**src/rtl/exibe_sequencia_if.sv**
```systemverilog
// exibe_sequencia_if: control, ROM and display signals of the sequence presenter
interface exibe_sequencia_if;
   logic       iniciar;
   logic       parar;
   logic [3:0] limite;
   logic [3:0] dado;
   logic [3:0] endereco;
   logic [3:0] leds;
   logic       exibindo;
   logic       pronto;
   logic [2:0] db_estado;
   modport master (output iniciar, parar, limite, dado,
                   input endereco, leds, exibindo, pronto, db_estado);
   modport slave (input iniciar, parar, limite, dado,
                  output endereco, leds, exibindo, pronto, db_estado);
endinterface

```
**src/rtl/exibe_sequencia.sv**
```systemverilog
// exibe_sequencia: shows ROM words 0..limite on the LEDs with fixed on-time and off-gap
module exibe_sequencia #(
   parameter int T_ACESO   = 1000,
   parameter int T_APAGADO = 250
) (
   input logic clock,
   input logic reset,
   exibe_sequencia_if.slave bus
);
   localparam int TMAX = T_ACESO > T_APAGADO ? T_ACESO : T_APAGADO;
   localparam int TW   = TMAX > 1 ? $clog2(TMAX) : 1;
   typedef enum logic [2:0] {
      OCIOSO   = 3'd0,
      ENDERECA = 3'd1,
      CARREGA  = 3'd2,
      ACESO    = 3'd3,
      APAGADO  = 3'd4,
      AVANCA   = 3'd5,
      FIM      = 3'd6
   } estado_t;
   estado_t       estado, prox;
   logic [3:0]    endereco, endereco_n, limite_r, limite_n, led_r, led_n;
   logic [TW-1:0] timer, timer_n;
   // state, address, round limit, LED word and timer registers
   always_ff @(posedge clock or negedge reset) begin
      if (!reset) begin
         estado   <= OCIOSO;
         endereco <= 4'd0;
         limite_r <= 4'd0;
         led_r    <= 4'd0;
         timer    <= '0;
      end else begin
         estado   <= prox;
         endereco <= endereco_n;
         limite_r <= limite_n;
         led_r    <= led_n;
         timer    <= timer_n;
      end
   end
   // sequencing: address, fetch, show, gap, advance; parar overrides everything
   always_comb begin
      prox       = estado;
      endereco_n = endereco;
      limite_n   = limite_r;
      led_n      = led_r;
      timer_n    = timer;
      case (estado)
         OCIOSO: begin
            endereco_n = 4'd0;
            if (bus.iniciar) begin
               limite_n = bus.limite;
               prox     = ENDERECA;
            end
         end
         ENDERECA: prox = CARREGA;
         CARREGA: begin
            led_n   = bus.dado;
            timer_n = '0;
            prox    = ACESO;
         end
         ACESO: begin
            timer_n = timer == TW'(T_ACESO - 1) ? '0 : timer + 1'b1;
            prox    = timer == TW'(T_ACESO - 1) ? APAGADO : ACESO;
         end
         APAGADO: begin
            timer_n = timer == TW'(T_APAGADO - 1) ? '0 : timer + 1'b1;
            prox    = timer == TW'(T_APAGADO - 1) ? AVANCA : APAGADO;
         end
         AVANCA: begin
            endereco_n = endereco == limite_r ? endereco : endereco + 4'd1;
            prox       = endereco == limite_r ? FIM : ENDERECA;
         end
         FIM: begin
            endereco_n = 4'd0;
            prox       = OCIOSO;
         end
         default: prox = OCIOSO;
      endcase
      if (bus.parar) begin
         prox       = OCIOSO;
         endereco_n = 4'd0;
      end
   end
   assign bus.endereco  = endereco;
   assign bus.leds      = estado == ACESO ? led_r : 4'd0;
   assign bus.exibindo  = estado != OCIOSO && estado != FIM;
   assign bus.pronto    = estado == FIM && !bus.parar;
   assign bus.db_estado = estado;
endmodule

```
**src/flat_wrapper.sv**
```systemverilog
// flat-port wrapper written by rule: the top's interface ports become plain ports
module exibe_sequencia_flat 
#(
   parameter int T_ACESO   = 1000,
   parameter int T_APAGADO = 250
)
  (clock, reset, bus_iniciar, bus_parar, bus_limite, bus_dado, bus_endereco, bus_leds, bus_exibindo, bus_pronto, bus_db_estado);
  exibe_sequencia_if bus_i ();
  input logic clock;
  input logic reset;
  input wire logic [$bits(bus_i.iniciar)-1:0] bus_iniciar;
  input wire logic [$bits(bus_i.parar)-1:0] bus_parar;
  input wire logic [$bits(bus_i.limite)-1:0] bus_limite;
  input wire logic [$bits(bus_i.dado)-1:0] bus_dado;
  output wire logic [$bits(bus_i.endereco)-1:0] bus_endereco;
  output wire logic [$bits(bus_i.leds)-1:0] bus_leds;
  output wire logic [$bits(bus_i.exibindo)-1:0] bus_exibindo;
  output wire logic [$bits(bus_i.pronto)-1:0] bus_pronto;
  output wire logic [$bits(bus_i.db_estado)-1:0] bus_db_estado;
  assign bus_i.iniciar = bus_iniciar;
  assign bus_i.parar = bus_parar;
  assign bus_i.limite = bus_limite;
  assign bus_i.dado = bus_dado;
  assign bus_endereco = bus_i.endereco;
  assign bus_leds = bus_i.leds;
  assign bus_exibindo = bus_i.exibindo;
  assign bus_pronto = bus_i.pronto;
  assign bus_db_estado = bus_i.db_estado;
  exibe_sequencia #(.T_ACESO(T_ACESO), .T_APAGADO(T_APAGADO)) u_core (.clock(clock), .reset(reset), .bus(bus_i));
endmodule
```
**config.mk**
```make
export PLATFORM = sky130hd
export DESIGN_NAME = exibe_sequencia_flat
export DESIGN_NICKNAME = d
export VERILOG_FILES = /design/src/rtl/exibe_sequencia_if.sv /design/src/rtl/exibe_sequencia.sv /design/src/flat_wrapper.sv
export SDC_FILE = /design/constraint.sdc
export NUM_CORES = 1
export LEC_CHECK = 0
export ABC_AREA = 0
export BUFFER_PORTS_ARGS = -buffer_cell sky130_fd_sc_hd__buf_4
export CORE_MARGIN = 4
export CORE_UTILIZATION = 50
export CTS_CLUSTER_DIAMETER = 120
export DETAILED_ROUTE_END_ITERATION = 16
export HOLD_SLACK_MARGIN = 0.08
export PLACE_DENSITY = 0.72
export SLEW_MARGIN = 10
export SYNTH_ARGS = -nofsm -noshare
export SYNTH_HDL_FRONTEND = slang
export SYNTH_SLANG_ARGS = --single-unit
```
**constraint.sdc**
```tcl
create_clock -name clock -period 4.4 [get_ports clock]
set_input_delay 0.88 -clock clock [delete_from_list [all_inputs] [get_ports clock]]
set_output_delay 0.88 -clock clock [all_outputs]
set_load 0.1 [all_outputs]
```
# Yosys cells after proc, flatten, opt, wreduce, memory -nomap -nowiden

Cells that the tools add are included.

Register bits after elaboration: 25
Bits in latches: 0
Bits in writable memories: 0
Memory bits (read-only): 0
Input port bits: 12
Output and inout bits: 13
Word-level logic and storage cells: 42
Memories: 0

Add/sub/neg operators: 2
$mul: 0
Divide/modulo/power cells: 0
Magnitude comparators: 0
Equality and inequality tests: 12
Shift operators: 0
Multiplexer cells: 13
Bitwise gates (word level): 0
Reductions and logical operators: 10

Operator list:

| operator                                        | count |
|---|---|
| one-hot mux 10 bit (3 select lines)             | 1 |
| 2-to-1 mux 10 bit                               | 2 |
| one-hot mux 3 bit (6 select lines)              | 1 |
| 2-to-1 mux 3 bit                                | 4 |
| 2-to-1 mux 4 bit                                | 3 |
| adder 10 x 1 -> 10 bit (second input constant)  | 1 |
| == test 10 bit (second input constant)          | 1 |
| == test 10 x 8 -> 1 bit (second input constant) | 1 |
| == test 3 bit (second input constant)           | 3 |
| inequality test 3 bit (second input constant)   | 3 |
| nonzero test 3 bit                              | 3 |
| one-hot mux 4 bit (2 select lines)              | 1 |
| == test 3 x 2 -> 1 bit (second input constant)  | 2 |
| adder 4 x 1 -> 4 bit (second input constant)    | 1 |
| == test 4 bit                                   | 1 |
| AND reduction 2 bit                             | 2 |
| == test 3 x 1 -> 1 bit (second input constant)  | 1 |
| zero test 3 bit                                 | 1 |
| logical AND 1 bit                               | 2 |
| OR reduction 2 bit                              | 1 |
| zero test 1 bit                                 | 1 |
| 2-to-1 mux 1 bit                                | 1 |

# Logic depth before layout (Yosys ltp)

Gate-level depths: netlist of run 1.

Depth after elaboration: 4
Depth in mapped cells: 7
Mapped depth without buffers: 6

# Least setup slack after synthesis of run 1

OpenSTA, ideal clock, no wires.

Kind: reg-to-output
Start point: register u_core.estado[2], in the netlist u_core.bus.db_estado[2]
End point: output port bus_pronto
Arrival time: 3.370 ns
Data required time: 3.520 ns
Path slack: 0.150 ns
Cell stages (with the launch flop): 4
Path buffers: 1
Cells stage by stage: dfrtp_1 -> buf_2 -> nand2_1 -> nor3_1

Cells in the longest elaborated chain, start to end: 2

Ends and longest elaborated chain:

| element                | RTL line              | RTL |
|---|---|---|
| from (decl)            | exibe_sequencia.sv:21 | `estado_t estado, prox;` |
| from (signal assigned) | exibe_sequencia.sv:33 | `estado <= prox;` |
| == test 3 bit          | exibe_sequencia.sv:87 | `assign bus.pronto = estado == FIM && !bus.parar;` |
| logical AND 1 bit      | exibe_sequencia.sv:87 |  |
| to (decl)              | flat_wrapper.sv:18    | `output wire logic [$bits(bus_i.pronto)-1:0] bus_pronto;` |

No other way between the ends.

# Final worst setup path of run 1

Start point: register u_core.estado[1], in the netlist u_core.bus.db_estado[1]
End point: output port bus_leds[3]

Cells in the longest elaborated chain, start to end: 2

Ends and longest elaborated chain:

| element                | RTL line              | RTL |
|---|---|---|
| == test 3 x 2 -> 1 bit | exibe_sequencia.sv:85 | `assign bus.leds = estado == ACESO ? led_r : 4'd0;` |
| 2-to-1 mux 4 bit       | exibe_sequencia.sv:85 |  |
| to (decl)              | flat_wrapper.sv:16    | `output wire logic [$bits(bus_i.leds)-1:0] bus_leds;` |

No other way between the ends.

==> results of run 1 <==
state kept, by name, indices dropped and copies added, names as in the netlist:
register / cells
u_core.bus.endereco: 4
u_core.limite_r: 4
u_core.bus.db_estado: 3
u_core.timer: 10
u_core.led_r: 4
final timing paths:
| path | startpoint | to | slack (ns) | cells past startpoint |
|---|---|---|---|---|
| max | u_core.bus.db_estado[1] | bus_leds[3] | 1.68 | 3 |
| min | reset | u_core.bus.endereco[0] | 0.43 | 1 |
| max reg2reg | u_core.bus.db_estado[0] | u_core.timer[6] | 2.17 | 4 |
| min reg2reg | u_core.led_r[0] | u_core.led_r[0] | 0.52 | 1 |
| max in group asynchronous | reset | u_core.timer[5] | 3.72 | 1 |
| min in group clock | u_core.led_r[0] | u_core.led_r[0] | 0.52 | 1 |
layer usage:
| metal | share of wire (%) | track usage, % | up-vias |
|---|---|---|---|
| li1 | - | - | 633 |
| met4 | 1.3 | 7.05 | 0 |
| met2 | 52 | 32.5 | 25 |
| met3 | 3.7 | 2.52 | 4 |
| met1 | 43 | 20.8 | 649 |
| met5 | 0 | 0 | - |
cell usage in the layout (no fill, tap or decap), types with 2 or more instances in the layout:
cell type,synthesis,final
buf_4,0,24
a31oi_1,2,2
nor2b_1,5,5
a21oi_1,5,5
nor3_1,5,5
nand2_1,17,17
o31ai_1,3,3
nor4_1,3,3
nand3_1,5,5
nand2b_1,2,2
and3b_1,2,2
ha_1,3,3
mux2_2,8,8
o22ai_1,8,8
o21ai_0,6,6
dfrtp_1,25,25
and3_1,7,7
inv_1,7,7
nand4_1,3,3
clkbuf_4,0,3
and2_1,2,2
nor2_1,6,6
xnor2_1,4,4
cell type report:
type	count	area (um2)
Multi-Input combinational cell	119	796
Inverter	7	26.3
Tap cell	31	38.8
Clock inverter	1	5.00
Fill cell	255	1090
Timing Repair Buffer	24	180
Sequential cell	25	626
Clock buffer	3	22.5
worst max-delay path, cell delays in order, from the launching register on:
cell and delay (ns):
dfrtp_1 0.56, nor2b_1 0.45, and3_1 0.23, buf_4 0.29
logic make-up after synthesis:
kind of cell	Yosys count	synth area share (%)
buffers and inverters	12	3.32
XOR/XNOR	4	2.38
AO/OA/AOI/OAI	37	17.2
adder cells (fa/ha/maj)	3	2.55
flip-flops	25	42.6
multiplexers	8	6.13
AND/OR/NAND/NOR	67	25.9
power by group through the flow:
stage / clock (mW) / sequential [mW] / combinational, mW
after CTS: 0.106 / 0.290 / 0.151
after global routing: 0.119 / 0.296 / 0.164
final: 0.101 / 0.290 / 0.150
after global placement: 0 / 0.293 / 0.147
after floorplan: 0 / 0.299 / 0.105
after detailed placement: 0 / 0.295 / 0.151
==> metrics.md, run 1 <==
| Metric | Value |
|---|---|
| Max VDD drop | 0.000229 V |
| Combinational Power Share | 27.7% |
| PwrDens | 319 nW/um2 |
| Initial antenna violation count | 0 |
| Initial detailed-routing violation count | 89 |
| Post-synth EDFFs | 0 |
| Worst Skew | ~0.011 ns |
| Distinct cell type count after synthesis | 46 |
| Post-CTS Resized | 0 |
| Top-count cell post-synth | dfrtp_1 |
| Area Overhead vs Synth | 15.2% |
| Clock-pin slew on the worst setup and hold paths | 0.14 ns |
| Max Slew Vio Count | 0 |
| Reg power frac | 53.7% |
| Core area | 2780 um2 |
| Placed insts | 206 |
| Global route total overflow | 0 |
| Worst Path Arrival | 1.84 ns |
| Leakage | 0.763 nW |
| Antenna viol nets, final | 0 |
| Post-DP HPWL | 2400 um |
| WL/cell | 15.1 um |
| CTS tree | built |
| # H-tree levels | 1 |
| # IOs | 25 |
| Final setup vio count | 0 |
| Post-layout worst setup margin | around 1.7 ns |
| FFs w/ async S/R, synth | 100% |
| Syn_nets | 171 |
| Die width | 62.2 um |
| Max capacitance violation total | 0 |
| Design Power | 0.541 mW |
| Layout cells sized above 1 | 23.5% |
| FF+latch count, synth | 25 |
| Fin nets | 195 |
| Drt first pass iters | 4 |
| Vias in the first global route | 1287 |
| Mapped Area | 1470 um2 |
| Starting Density | 52.9% |
| Core Rows | 19 |
| Syn. warnings | 0 |
| Top cell type's share of synthesized area | between 40% and 50% |
| RSZ-0062 raised after global routing | false |
| Later-pin clock latency in the skew report | 0.32 ns |
| Worst slew pin tran | ~0.93 ns |
| Layout Cells excl Fill | 210 |
| Hold WS | ~0.43 ns |
| Post-layout util | 60.9% |
| Tightest Hold Check Type | input port to asynchronous set/reset pin |
| Place WS | 2.04 ns |
| Area leader, netlist | dfrtp_1 |
| Top FF cell, synth | dfrtp_1 |
| Tcrit/Tclk final | around 60% |
| Post-CTS Setup Inserts | 0 |
| Clk root buf | clkbuf_4 |
| Die ar. | approximately 3900 um2 |
| Status | complete, no violations |
| Post-synth top cells | 25 x dfrtp_1, 17 x nand2_1, 8 x mux2_2, 8 x o22ai_1 |
| Via density | 6.24 |
| Fmax achieved | 368 MHz |
| Sequential area share after synthesis | 42.6% |
| Setup TNS | 0 ns |
| Port Buffers | 24 |
| Startpoint types | flop |
| Setup crit end kind | output pin |
| P_int | 0.353 mW |
| CP required | 3.52 ns |
| GP Congestion | 0.844 |
| Pin count of the biggest net entering global routing | 26 |
| Minimum clock period | 2.72 ns |
| Gate Count Post-Synth | 156 |
| Diode count | 0 |
| Psw | 0.188 mW |
| First-pass GRT wire length | 5710 um |
| Final hold violations | 0 |
| Post-DP Area | between 1500 and 2000 um2 |
| Ranking of synthesized cells by area | dfrtp_1 43%, mux2_2 6.1%, nand2_1 4.3% |
| Clk buf depth | 2 |
| Clock share of power | 18.6% |
| Critical path class | flop to output pin |
| DR DRC count | 0 |
| Cts bufs inserted | 3 |
| Crit-path max FO | 12 |
| CTS sink cnt | 25 |
| Total wire length | 3180 um |
| Vias | 1311 |
| GRT Util Overall | 17.9% |
| Die Ht | 62.2 um |
| Switch share | 34.8% |
| Synth Area per Inst | 9.42 um2 |
| Final Cell Area | 1690 um2 |
| Cts hold-fix bufs | 0 |
| Slew headroom | 37.4% |
Note: power is estimated with default switching activity, not from simulation.
==> run 2: changes to the inputs <==
==> constraint.sdc (replaced) <==
create_clock -name clock -period 2.6 [get_ports clock]
set_input_delay 0.52 -clock clock [delete_from_list [all_inputs] [get_ports clock]]
set_output_delay 0.52 -clock clock [all_outputs]
set_load 0.1 [all_outputs]
==> run 2 against run 1 <==
Cell count up 1.4%. Routed wire length rose by 4.5%. Worst hold slack worse by 0.041 ns. First-iteration DRC count fell by 27%. Total power up 72%. Die area is the same. Register-to-register slack got worse by 1.5 ns. Highest routed layer unchanged.
==> metrics.md, run 2 (synthesis results as in run 1) <==
| Metric | Value |
|---|---|
| Die ar. | 3870 um2 (unchanged) |
| Vias in the first global route | 1328 (was 1287) |
| Leakage | 0.775 nW (was 0.763 nW) |
| Status | complete, no violations (unchanged) |
| Core Rows | 19 (unchanged) |
| Final setup vio count | 0 (unchanged) |
| Via density | 6.15 (was 6.24) |
| Hold WS | 0.393 ns (was 0.434 ns) |
| PwrDens | 537 nW/um2 (was 319 nW/um2) |
| Critical path class | flop to output pin (unchanged) |
| Clk root buf | clkbuf_4 (unchanged) |
| Worst slew pin tran | 0.663 ns (was 0.934 ns) |
| Starting Density | 52.9% (unchanged) |
| Commonest non-fill, non-tap cell in the layout | buf_4 (was dfrtp_1) |
| Port Buffers | 24 (unchanged) |
| Cts bufs inserted | 3 (unchanged) |
| Initial detailed-routing violation count | 65 (was 89) |
| Post-CTS Resized | 0 (unchanged) |
| Tightest Hold Check Type | input port to flop (was input port to asynchronous set/reset pin) |
| WL/cell | 15.6 um (was 15.1 um) |
| Fillers | 236 (was 255) |
| CTS tree | built (unchanged) |
| Max Slew Vio Count | 0 (unchanged) |
| Global route total overflow | 0 (unchanged) |
| Max capacitance violation total | 0 (unchanged) |
| Die width | 62.2 um (unchanged) |
| Reg2Reg Depth | 4 (unchanged) |
| Final hold violations | 0 (unchanged) |
| Setup crit end kind | output pin (unchanged) |
| Pin count of the biggest net entering global routing | 26 (unchanged) |
| Startpoint types | flop (unchanged) |
| Post-DP HPWL | 2470 um (was 2400 um) |
| CP required | 2.08 ns (was 3.52 ns) |
| Initial antenna violation count | 0 (unchanged) |
| Post-CTS Setup Inserts | 0 (unchanged) |
| RSZ-0062 raised after global routing | false (unchanged) |
| Most frequent cells in the layout | 26 x buf_4, 25 x dfrtp_1, 17 x nand2_1, 8 x o22ai_1, 8 x mux2_2 (was 25 x dfrtp_1, 24 x buf_4, 17 x nand2_1, 8 x o22ai_1, 8 x mux2_2) |
| Top reg by flops | u_core.timer (unchanged) |
| # H-tree levels | 1 (unchanged) |
| Max VDD drop | 0.000418 V (was 0.000229 V) |
| Fin nets | 198 (was 195) |
| DR DRC count | 0 (unchanged) |
| Clock-pin slew on the worst setup and hold paths | 0.13 ns (was 0.14 ns) |
| Diode count | 0 (unchanged) |
| Cts hold-fix bufs | 0 (unchanged) |
| Design Power | 0.932 mW (was 0.541 mW) |
| CTS sink cnt | 25 (unchanged) |
| GRT Util Overall | 18.2% (was 17.9%) |
| Minimum clock period | 2.39 ns |
| First-pass GRT wire length | 5930 um (was 5710 um) |
| Area Overhead vs Synth | 18.0% (was 15.2%) |
| Later-pin clock latency in the skew report | 0.32 ns (about the same) |
| Fmax achieved | 419 MHz |
| Total wire length | 3320 um (was 3180 um) |
| Drt first pass iters | 5 (was 4) |
| Antenna viol nets, final | 0 (unchanged) |
| Layout cells sized above 1 | 26.9% (was 23.5%) |
| Slew headroom | 55.8% (was 37.4%) |
| Die Ht | 62.2 um (unchanged) |
| Multi-input gate area | 813 um2 (was 796 um2) |
| Worst Path Arrival | 1.87 ns (was 1.84 ns) |
| Reg area | 626 um2 (unchanged) |
| Clk buf depth | 2 (unchanged) |
| Worst Skew | 0.00713 ns (was 0.0110 ns) |
| GP Congestion | 0.830 (was 0.844) |
| Max FFs per register | 10 (unchanged) |
| Core area | 2780 um2 (unchanged) |
| Tcrit/Tclk final | between 90% and 100% |
| # IOs | 25 (unchanged) |
| Vias | 1309 (was 1311) |
| Crit-path max FO | 14 (was 12) |
| Hold Path Cell Cnt | 2 |
[run 2: changes by cell type in the layout (fill, tap and decap cells not counted), sizes merged]
cell / before / now
clkbuf: 3 / 4
buf: 24 / 26
dlygate4sd3: 0 / 1
clkinv: 1 / 0
[run 2: per-stage QoR]
stage	instances	utilization (%)	setup TNS, ns	setup WS (ns)	area (um2)
3_5_place_dp	208	61.1	0	0.573	1700
6_report	213	62.4	0	0.212	1740
5_1_grt	213	62.4	0	0.0899	1740
3_3_place_gp	208	61.1	0	0.642	1700
4_1_cts	212	62.0	0	0.193	1730
2_1_floorplan	156	-	-0.0386	-0.0386	1490
[run 2: critical path: stages (launching register included)]
cell     delay [ns]
dfrtp_1        0.60
nor2b_1        0.20
or3_2          0.50
buf_4          0.25
[run 2: path summary, 6_finish.rpt]
check                                              from                       to  slack [ns]
worst max register to register  u_core.bus.db_estado[0]          u_core.timer[4]        0.68
min in group asynchronous                         reset   u_core.bus.endereco[3]        0.63
worst min register to register          u_core.led_r[2]          u_core.led_r[2]        0.53
max in group asynchronous                         reset          u_core.led_r[1]        1.72
worst min-delay path                          bus_parar  u_core.bus.db_estado[1]        0.39
worst max-delay path            u_core.bus.db_estado[2]             bus_exibindo        0.21
[run 2: layout make-up]
cell class              count  share of cell area [%]
clock buffers               4                    1.51
inverters                   7                    1.51
multi-input cells         119                    46.9
flip-flops and latches     25                    36.0
well taps                  31                    2.24
repair buffers             27                    11.8
[run 2: layer usage]
metal / up-vias / track usage, % / part of all wire, %
met5: - / 0 / 0
met4: 0 / 6.50 / 0.72
met3: 2 / 2.88 / 3.9
met2: 24 / 30.6 / 52
met1: 640 / 23.5 / 44
li1: 643 / - / -
[run 2: report_power, final]
group	leakage, nW	total, mW	internal, mW	switching, mW
sequential	0.327	0.495	0.441	0.0537
combinational	0.433	0.261	0.103	0.158
clock	0.0150	0.176	0.0599	0.116
==> run 3: changes to the inputs <==
--- a/config.mk
+++ b/config.mk
@@ -7,12 +7,13 @@
 export LEC_CHECK = 0
 export ABC_AREA = 0
 export BUFFER_PORTS_ARGS = -buffer_cell sky130_fd_sc_hd__buf_4
-export CORE_MARGIN = 4
+export CORE_MARGIN = 5
 export CORE_UTILIZATION = 50
 export CTS_CLUSTER_DIAMETER = 120
 export DETAILED_ROUTE_END_ITERATION = 16
 export HOLD_SLACK_MARGIN = 0.08
 export PLACE_DENSITY = 0.72
+export SKIP_CTS_REPAIR_TIMING = 1
 export SLEW_MARGIN = 10
 export SYNTH_ARGS = -nofsm -noshare
 export SYNTH_HDL_FRONTEND = slang
==> run 3 against run 2 <==
Utilization down 0.36 points. Fmax up 0.16%. Sequential share of layout area up 0.21 points. First-iteration DRC count up 26%. Routed wire length up 0.18%. Die area up 6.5%. Non-clock buffer count down 1. Final area down 0.58%. Clock-buffer cell count unchanged. Clock power down 3%. Worst hold slack worse by 0.31 ns. Sequential cell count unchanged. Critical endpoint unchanged. Highest routed layer unchanged.
==> metrics.md, run 3 (synthesis results as in run 1) <==
| Metric | Value |
|---|---|
| # H-tree levels | 1 (unchanged) |
| Worst R2R Start | u_core.bus.db_estado[0] (unchanged) |
| Worst Skew | 0.000898 ns (was 0.00713 ns) |
| Final hold violations | 0 (unchanged) |
| Crit. Startpoint | u_core.bus.db_estado[2] (unchanged) |
| Tcrit/Tclk final | 91.7% (was 91.9%) |
| Later-pin clock latency in the skew report | 0.31 ns (was 0.32 ns) |
| Post-DP HPWL | 2500 um (was 2470 um) |
| Commonest non-fill, non-tap cell in the layout | buf_4 (unchanged) |
| Layout Cells excl Fill | 212 (was 213) |
| Tightest Hold Check Type | input port to asynchronous set/reset pin (was input port to flop) |
| Drt first pass iters | 4 (was 5) |
| Die width | 64.2 um (was 62.2 um) |
| Place WS | 0.592 ns (was 0.573 ns) |
| Area Overhead vs Synth | 17.4% (was 18.0%) |
| Crit path to | bus_exibindo (unchanged) |
| RSZ-0062 raised after global routing | false (unchanged) |
| Port Buffers | 24 (unchanged) |
| CTS tree | built (unchanged) |
| Diode count | 0 (unchanged) |
| GP Congestion | 0.832 (was 0.830) |
| PwrDens | 533 nW/um2 (was 537 nW/um2) |
| Post-layout worst setup margin | 0.215 ns (was 0.212 ns) |
| Clock-pin slew on the worst setup and hold paths | 0.13 ns (about the same) |
| Switch share | 34.6% (was 35.2%) |
| Worst slew pin tran | 0.663 ns (about the same) |
| Crit-path max FO | 14 (unchanged) |
| Total wire length | 3330 um (was 3320 um) |
| First-pass GRT wire length | 5810 um (was 5930 um) |
| CP required | 2.08 ns (about the same) |
| Reg2Reg Capture Point | u_core.timer[4] (unchanged) |
| Clock share of power | 18.5% (was 18.9%) |
| Startpoint types | flop (unchanged) |
| Hold WS | 0.0824 ns (was 0.393 ns) |
| Core area | 2780 um2 (unchanged) |
| Cts bufs inserted | 3 (unchanged) |
| Max FFs per register | 10 (unchanged) |
| Clk buf depth | 2 (unchanged) |
| Initial antenna violation count | 0 (unchanged) |
| Max capacitance violation total | 0 (unchanged) |
| Pin count of the biggest net entering global routing | 26 (unchanged) |
| Max Slew Vio Count | 0 (unchanged) |
| DR DRC count | 0 (unchanged) |
| Initial detailed-routing violation count | 82 (was 65) |
| Psw | 0.318 mW (was 0.328 mW) |
| Vias in the first global route | 1311 (was 1328) |
| Global route total overflow | 0 (unchanged) |
| Fin nets | 197 (was 198) |
| Core Rows | 19 (unchanged) |
| Die ar. | 4120 um2 (was 3870 um2) |
| Layout cells sized above 1 | 27.1% (was 26.9%) |
| Reg power frac | 53.7% (was 53.1%) |
| Leakage | 0.771 nW (was 0.775 nW) |
| Reg2Reg Depth | 4 (unchanged) |
| Minimum clock period | 2.38 ns (was 2.39 ns) |
| Status | complete, no violations (unchanged) |
| # IOs | 25 (unchanged) |
| Top reg by flops | u_core.timer (unchanged) |
| Antenna viol nets, final | 0 (unchanged) |
| Die Ht | 64.2 um (was 62.2 um) |
| Final setup vio count | 0 (unchanged) |
| P_int | 0.601 mW (was 0.604 mW) |
| Starting Density | 52.9% (unchanged) |
| Design Power | 0.919 mW (was 0.932 mW) |
| Clk root buf | clkbuf_4 (unchanged) |
| Flop-to-flop setup slack | 0.72 ns (was 0.68 ns) |
| Slew headroom | 55.8% (about the same) |
| Via density | 6.10 (was 6.15) |
| Worst Path Arrival | 1.86 ns (was 1.87 ns) |
| Combinational Power Share | 27.8% (was 28.0%) |
| WL/cell | 15.7 um (was 15.6 um) |
| Critical path class | flop to output pin (unchanged) |
| Setup crit end kind | output pin (unchanged) |
| Placed insts | 208 (unchanged) |
| Max VDD drop | 0.000410 V (was 0.000418 V) |
| GRT Util Overall | 17.3% (was 18.2%) |
| Most frequent cells in the layout | 26 x buf_4, 25 x dfrtp_1, 17 x nand2_1, 8 x o22ai_1, 8 x mux2_2 (unchanged) |
| Fmax achieved | 419 MHz (about the same) |
| Vias | 1293 (was 1309) |
| CTS sink cnt | 25 (unchanged) |
[run 3: final cells by class]
class / instances / area (um2)
Timing Repair Buffer: 26 / 195
Tap cell: 31 / 38.8
Fill cell: 245 / 1060
Clock buffer: 4 / 26.3
Sequential cell: 25 / 626
Inverter: 7 / 26.3
Multi-Input combinational cell: 119 / 813
[run 3: critical path, stage by stage (launching register included)]
cell and delay [ns]:
dfrtp_1 0.60, nor2b_1 0.20, or3_2 0.50, buf_4 0.25
[run 3: worst min path at each step]
stage | startpoint | end | slack, ns | depth (start not counted)
finish | reset | u_core.timer[0] | 0.08 | 1
global route | reset | u_core.timer[0] | 0.09 | 1
CTS | reset | u_core.timer[2] | 0.08 | 1
detailed placement | reset | u_core.timer[2] | 0.44 | 1
global placement | reset | u_core.timer[2] | 0.44 | 1
floorplan | reset | u_core.bus.db_estado[0] | 0.22 | 0
[run 3: through the flow]
step / area (um2) / utilization (%) / setup TNS, ns
floorplan: 1490 / - / -0.0386
global placement: 1700 / 61.1 / 0
detailed placement: 1700 / 61.1 / 0
CTS: 1730 / 62.0 / 0
global route: 1730 / 62.0 / 0
finish: 1730 / 62.0 / 0
[run 3: power by group through the flow]
stage          registers [mW]  logic [mW]  clock network [mW]
2_1_floorplan           0.507       0.180                   0
3_3_place_gp            0.497       0.252                   0
3_5_place_dp            0.501       0.257                   0
4_1_cts                 0.492       0.258               0.180
5_1_grt                 0.503       0.277               0.197
6_report                0.493       0.256               0.170
[run 3: metal layers]
layer / vias up / global-route usage [%] / wire length, um
met5: - / 0 / 0
met4: 0 / 5.85 / 38
met3: 4 / 3.33 / 135
met2: 24 / 30.3 / 1710
met1: 632 / 21.1 / 1440
li1: 633 / - / -
